## src/rtl/pixel_filter_pipe.sv

```systemverilog
// Two-stage pixel filter: S1 registers the pixel with its mode/coefficient,
// S2 registers the filtered {alpha,R,G,B} word presented on result.
module pixel_filter_pipe #(
  parameter int              CH_W  = 8,
  parameter logic [CH_W-1:0] ALPHA = {CH_W{1'b1}}
) (
  input  logic              clk,
  input  logic              n_rst,
  input  logic [4*CH_W-1:0] in,
  input  logic              in_valid,
  output logic              in_ready,
  input  logic [1:0]        filterMode,
  input  logic [CH_W-1:0]   brightnessCoeff,
  output logic [4*CH_W-1:0] result,
  output logic              out_valid,
  input  logic              out_ready,
  output logic              busy
);

  // Handshake: a beat transfers on a rising edge where valid and ready are
  // both 1; valid/data never change while valid=1 and ready=0.

  logic              s1_v;
  logic [4*CH_W-1:0] s1_pix;
  logic [1:0]        s1_mode;
  logic [CH_W-1:0]   s1_coeff;
  logic              s2_v;
  logic [4*CH_W-1:0] s2_res;

  logic              s1_adv;
  logic              s2_adv;
  logic [4*CH_W-1:0] calc;

  logic [CH_W-1:0]   c0, c1, c2, c3;
  logic [CH_W:0]     g_sum;
  logic [CH_W+1:0]   y_sum;

  function automatic logic [CH_W-1:0] sat_add(input logic [CH_W-1:0] a,
                                              input logic [CH_W-1:0] b);
    logic [CH_W:0] s;
    s = {1'b0, a} + {1'b0, b};
    return s[CH_W] ? {CH_W{1'b1}} : s[CH_W-1:0];
  endfunction

  function automatic logic [CH_W-1:0] sat_sub(input logic [CH_W-1:0] a,
                                              input logic [CH_W-1:0] b);
    return (a >= b) ? (a - b) : {CH_W{1'b0}};
  endfunction

  assign s2_adv    = !s2_v || out_ready;
  assign s1_adv    = !s1_v || s2_adv;
  assign in_ready  = s1_adv;
  assign out_valid = s2_v;
  assign result    = s2_res;
  assign busy      = s1_v || s2_v;

  assign c0 = s1_pix[CH_W-1:0];
  assign c1 = s1_pix[2*CH_W-1:CH_W];
  assign c2 = s1_pix[3*CH_W-1:2*CH_W];
  assign c3 = s1_pix[4*CH_W-1:3*CH_W];

  always_comb begin
    calc  = '0;
    g_sum = {1'b0, c2} + {1'b0, c1};
    // Luma weights 1:2:1; the doubled G needs the extra top bit.
    y_sum = {2'b00, c2} + {1'b0, c1, 1'b0} + {2'b00, c0};
    case (s1_mode)
      2'b00:   calc = {ALPHA, c3, g_sum[CH_W:1], c0};
      2'b01:   calc = {ALPHA, sat_add(c2, s1_coeff), sat_add(c1, s1_coeff),
                       sat_add(c0, s1_coeff)};
      2'b10:   calc = {ALPHA, sat_sub(c2, s1_coeff), sat_sub(c1, s1_coeff),
                       sat_sub(c0, s1_coeff)};
      default: calc = {ALPHA, y_sum[CH_W+1:2], y_sum[CH_W+1:2], y_sum[CH_W+1:2]};
    endcase
  end

  always_ff @(posedge clk or negedge n_rst) begin
    if (!n_rst) begin
      s1_v     <= 1'b0;
      s1_pix   <= '0;
      s1_mode  <= '0;
      s1_coeff <= '0;
      s2_v     <= 1'b0;
      s2_res   <= '0;
    end else begin
      if (s1_adv) begin
        s1_v <= in_valid;
        if (in_valid) begin
          s1_pix   <= in;
          s1_mode  <= filterMode;
          s1_coeff <= brightnessCoeff;
        end
      end
      if (s2_adv) begin
        s2_v <= s1_v;
        if (s1_v) s2_res <= calc;
      end
    end
  end

endmodule

```

## config.mk

```make
export PLATFORM = sky130hd
export DESIGN_NAME = pixel_filter_pipe
export DESIGN_NICKNAME = d
export VERILOG_FILES = /design/src/rtl/pixel_filter_pipe.sv
export SDC_FILE = /design/constraint.sdc
export NUM_CORES = 1
export LEC_CHECK = 0
export CORE_MARGIN = 4
export CORE_UTILIZATION = 30
export CTS_BUF_LIST = sky130_fd_sc_hd__clkbuf_4 sky130_fd_sc_hd__clkbuf_8
export CTS_CLUSTER_DIAMETER = 80
export DETAILED_ROUTE_END_ITERATION = 8
export MAX_ROUTING_LAYER = met4
export PLACE_DENSITY = 0.48
export SYNTH_ARGS = -nofsm -noshare
export SYNTH_HDL_FRONTEND = slang
export SYNTH_SLANG_ARGS = --single-unit
```

## constraint.sdc

```tcl
create_clock -name clk -period 2.4 [get_ports clk]
set_input_delay 0.72 -clock clk [delete_from_list [all_inputs] [get_ports clk]]
set_output_delay 0.72 -clock clk [all_outputs]
set_load 0.05 [all_outputs]
```

==> metrics.md <==
| Metric | Value |
|---|---|
| Place WS | `-352 ps` |
| Top post-synthesis cells by count | `dfrtp_1 (69), ha_1 (62), nor2_1 (60)` |
| RSZ-0062 raised after global routing | `true` |
| Nets | `999` |
| Reg power frac | `20.5%` |
| Cell Area, Synth | `6210 sq um` |
| Maximum clock insertion buffer count | `2` |
| Syn-to-layout area delta | `42.5%` |
| Pint | `4.49 mW` |
| Mapped Nets | `807` |
| Clock skew | `9.06 ps` |
| Top-count cell post-synth | `dfrtp_1` |
| Fin. max-slew vios | `0` |
| Root Buffer | `clkbuf_8` |
| Number of DRC markers in iteration 0 | `407` |
| Seq cells post-synth | `69` |
| Dpl cells | `1125` |
| Initial Utilization | `30.6%` |
| Mapped Avg Cell Area | `9.08 sq um` |
| Global-route wire length before repair | `36700 um` |
| IO buf count | `80` |
| CTS buffer count | `9` |
| Crit. End Element | `flop` |
| Failing checks | `setup timing` |
| Slew @ Worst Pin | `657 ps` |
| Placer Congestion | `0.936` |
| Share of cells above drive strength 1 | `33.6%` |
| Vias per cell | `5.25` |
| Cts hold-fix bufs | `0` |
| Syn Inst Count | `684` |
| Clock power frac | `12.2%` |
| Post-synth top area share | `27.8%` |
| Switching share of power | `47.3%` |
| Combinational Power Share | `67.3%` |
| Height of the chip | `152 um` |
| Total net switching power | `4.02 mW` |
| RR Startpoint | `s1_pix[9]` |
| Crit path launch type | `flop` |
| Kind of critical path | `flop to flop` |
| Worst Setup SP | `s1_pix[9]` |
| Register area share after synthesis | `27.8%` |
| Final ANT Viol Nets | `0` |
| Area contributors post-synth | `dfrtp_1 (28%), ha_1 (12%), mux2_2 (7.6%), fa_1 (4.8%), a21oi_1 (4.0%)` |
| Layout Cells excl Fill | `1151` |
| H-Tree Depth | `3` |
| Die area | `23100 sq um` |
| Via count | `6044` |
| DR WL/cell | `20.6 um` |
| F_max | `380 MHz` |
| Tmin final | `2630 ps` |
| Largest net degree at the start of global routing | `36` |
| End of the worst register-to-register path | `result[14]` |
| Row count | `52` |
| Num ports | `81` |
| Sink Count | `69` |
| Die Width | `152 um` |
| R2R setup slack | `-230 ps` |
| Worst vdd ir | `0.486 mV` |
| FFs w/ async S/R, synth | `100%` |
| Synthesis Warnings | `0` |
| Critical Path RT | `2650 ps` |
| Initial antenna violation count | `0` |
| Worst hold path type | `input pin to async pin` |
| Setup violations, final | `18` |
| Cell taking the most area after synthesis | `dfrtp_1` |
| Final worst slack | `-235 ps` |
| P per Cell Area | `961 nW/um^2` |
| CTS tree | `done` |
| Clock Latency Late Sink | `390 ps` |
| Vias in the first global route | `6329` |
| Final period utilization | `110%` |
| Drt drc | `0` |
| Total wire length | `23800 um` |
| Worst Setup EP | `result[14]` |
| Clock slew at reported path FFs | `90 ps` |
| Max Cap Violations | `0` |
| Fillcell total | `2018` |
| Ant diodes | `0` |
| Final Hold Viols | `0` |
| CORE AREA | `20300 sq um` |
| Top FF cell, synth | `dfrtp_1` |
| Cell variety after synth | `65` |
| Status | `finished, violations left` |
| DP HPWL | `18800 um` |
| CP arrival | `2890 ps` |
| Critical Path Fanout Max | `2` |
| Leak | `3.76 nW` |
| Number of flops mapped to enable cells by yosys | `0` |
| Power Total | `8.51 mW` |
| Drt pass-1 iters | `5` |
| Max-Slew Margin vs Limit | `56.1%` |
| Total grt overflow | `0` |
| Worst Reg-to-Reg Cells | `9` |
| Gr usage total | `21.0%` |
==> critical path: stages, from the launching register on <==
cell and delay [ps]:
dfrtp_2 430, fa_2 520, ha_4 290, nand4_1 170
a211oi_4 330, a31oi_2 160, xnor2_1 160, a21oi_2 220
buf_4 160, a41oi_2 70
==> cells by family (layout without fill, tap and decap cells) <==
kind of cell | Yosys count | after routing | share of synthesized area [%]
compound gates | 194 | 194 | 21.4
xor+xnor | 23 | 23 | 3.24
fa+ha+maj | 77 | 77 | 17.3
buf+inv | 77 | 274 | 6.08
flops | 69 | 69 | 27.8
mux | 44 | 44 | 7.94
simple gates | 200 | 200 | 16.2
==> what timing repair did <==
item | 4_1_cts | 5_1_grt
buffers inserted | 6 | 5
cloned | 0 | 0
endpoints found under the setup margin | 26 | 25
resized for setup | 49 | 48
pin swaps | 26 | 21
==> cell type report <==
type | instances | area (sq um) | area share, %
multi-input cells | 538 | 4520 | 51.1
repair buffers | 218 | 1910 | 21.6
flip-flops and latches | 69 | 1740 | 19.6
well taps | 270 | 338 | 3.82
inverters | 40 | 154 | 1.74
clock buffers | 10 | 131 | 1.48
clock inverters | 6 | 63.8 | 0.721
==> power groups by stage <==
stage / clock network [mW] / logic (mW) / registers, mW
after global placement: 0 / 5.15 / 1.75
after detailed placement: 0 / 5.18 / 1.76
after global routing: 1.10 / 6.17 / 1.77
after floorplan: 0 / 2.50 / 2.36
final: 1.04 / 5.72 / 1.74
after CTS: 1.06 / 5.43 / 1.74
==> cell usage in the layout, fill, tap and decap left out, types with 5 or more instances in the layout <==
cell type	instances
ha_1	51
dfrtp_1	62
xor2_1	11
nor3b_1	7
a21oi_1	42
clkdlybuf4s50_1	66
buf_12	6
ha_4	5
o21a_1	13
nand4_1	5
buf_6	7
or2_2	7
buf_4	135
inv_1	35
fa_1	8
a21oi_2	7
nor2_1	59
ha_2	6
nand2b_1	15
dfrtp_2	7
nor3_1	15
xnor2_1	12
o31a_1	8
nand3_1	9
a31oi_1	11
nand2_1	35
nor2b_1	13
clkbuf_8	9
fa_2	7
mux2_2	42
nand3b_1	7
a21o_1	6
o21ai_0	27
==> metrics by stage <==
step           utilization [%]  hold WS, ps  instance area (sq um)  TNS [ps]
5_1_grt                   43.6          432                   8850     -3870
3_3_place_gp              40.2          473                   8170     -3400
2_1_floorplan                -          424                   6250      -129
4_1_cts                   42.4          401                   8610     -2660
3_5_place_dp              40.2          477                   8170     -4260
6_report                  43.6          387                   8850     -2350
==> worst min-delay path by stage <==
stage	slack, ps	to	startpoint	cells past startpoint
floorplan	420	out_valid	n_rst	0
global placement	470	result[8]	result[8]	2
detailed placement	480	result[8]	result[8]	2
CTS	400	s1_pix[30]	n_rst	2
global route	430	s1_pix[3]	n_rst	2
finish	390	s1_pix[30]	n_rst	2
==> flip-flops by register name (all words and copies together), names as in the netlist <==
register and count:
s1_coeff 8, s1_pix 32, s1_v 1, result 25, out_valid 1, s1_mode 2
==> metal layers <==
metal,track usage [%],vias up,part of all wire (%)
li1,-,2849,-
met1,27.0,2983,45
met2,34.3,178,48
met3,3.47,34,4.9
met4,6.08,0,2.2
met5,-,-,0
Power figures use the tool's default switching activity.
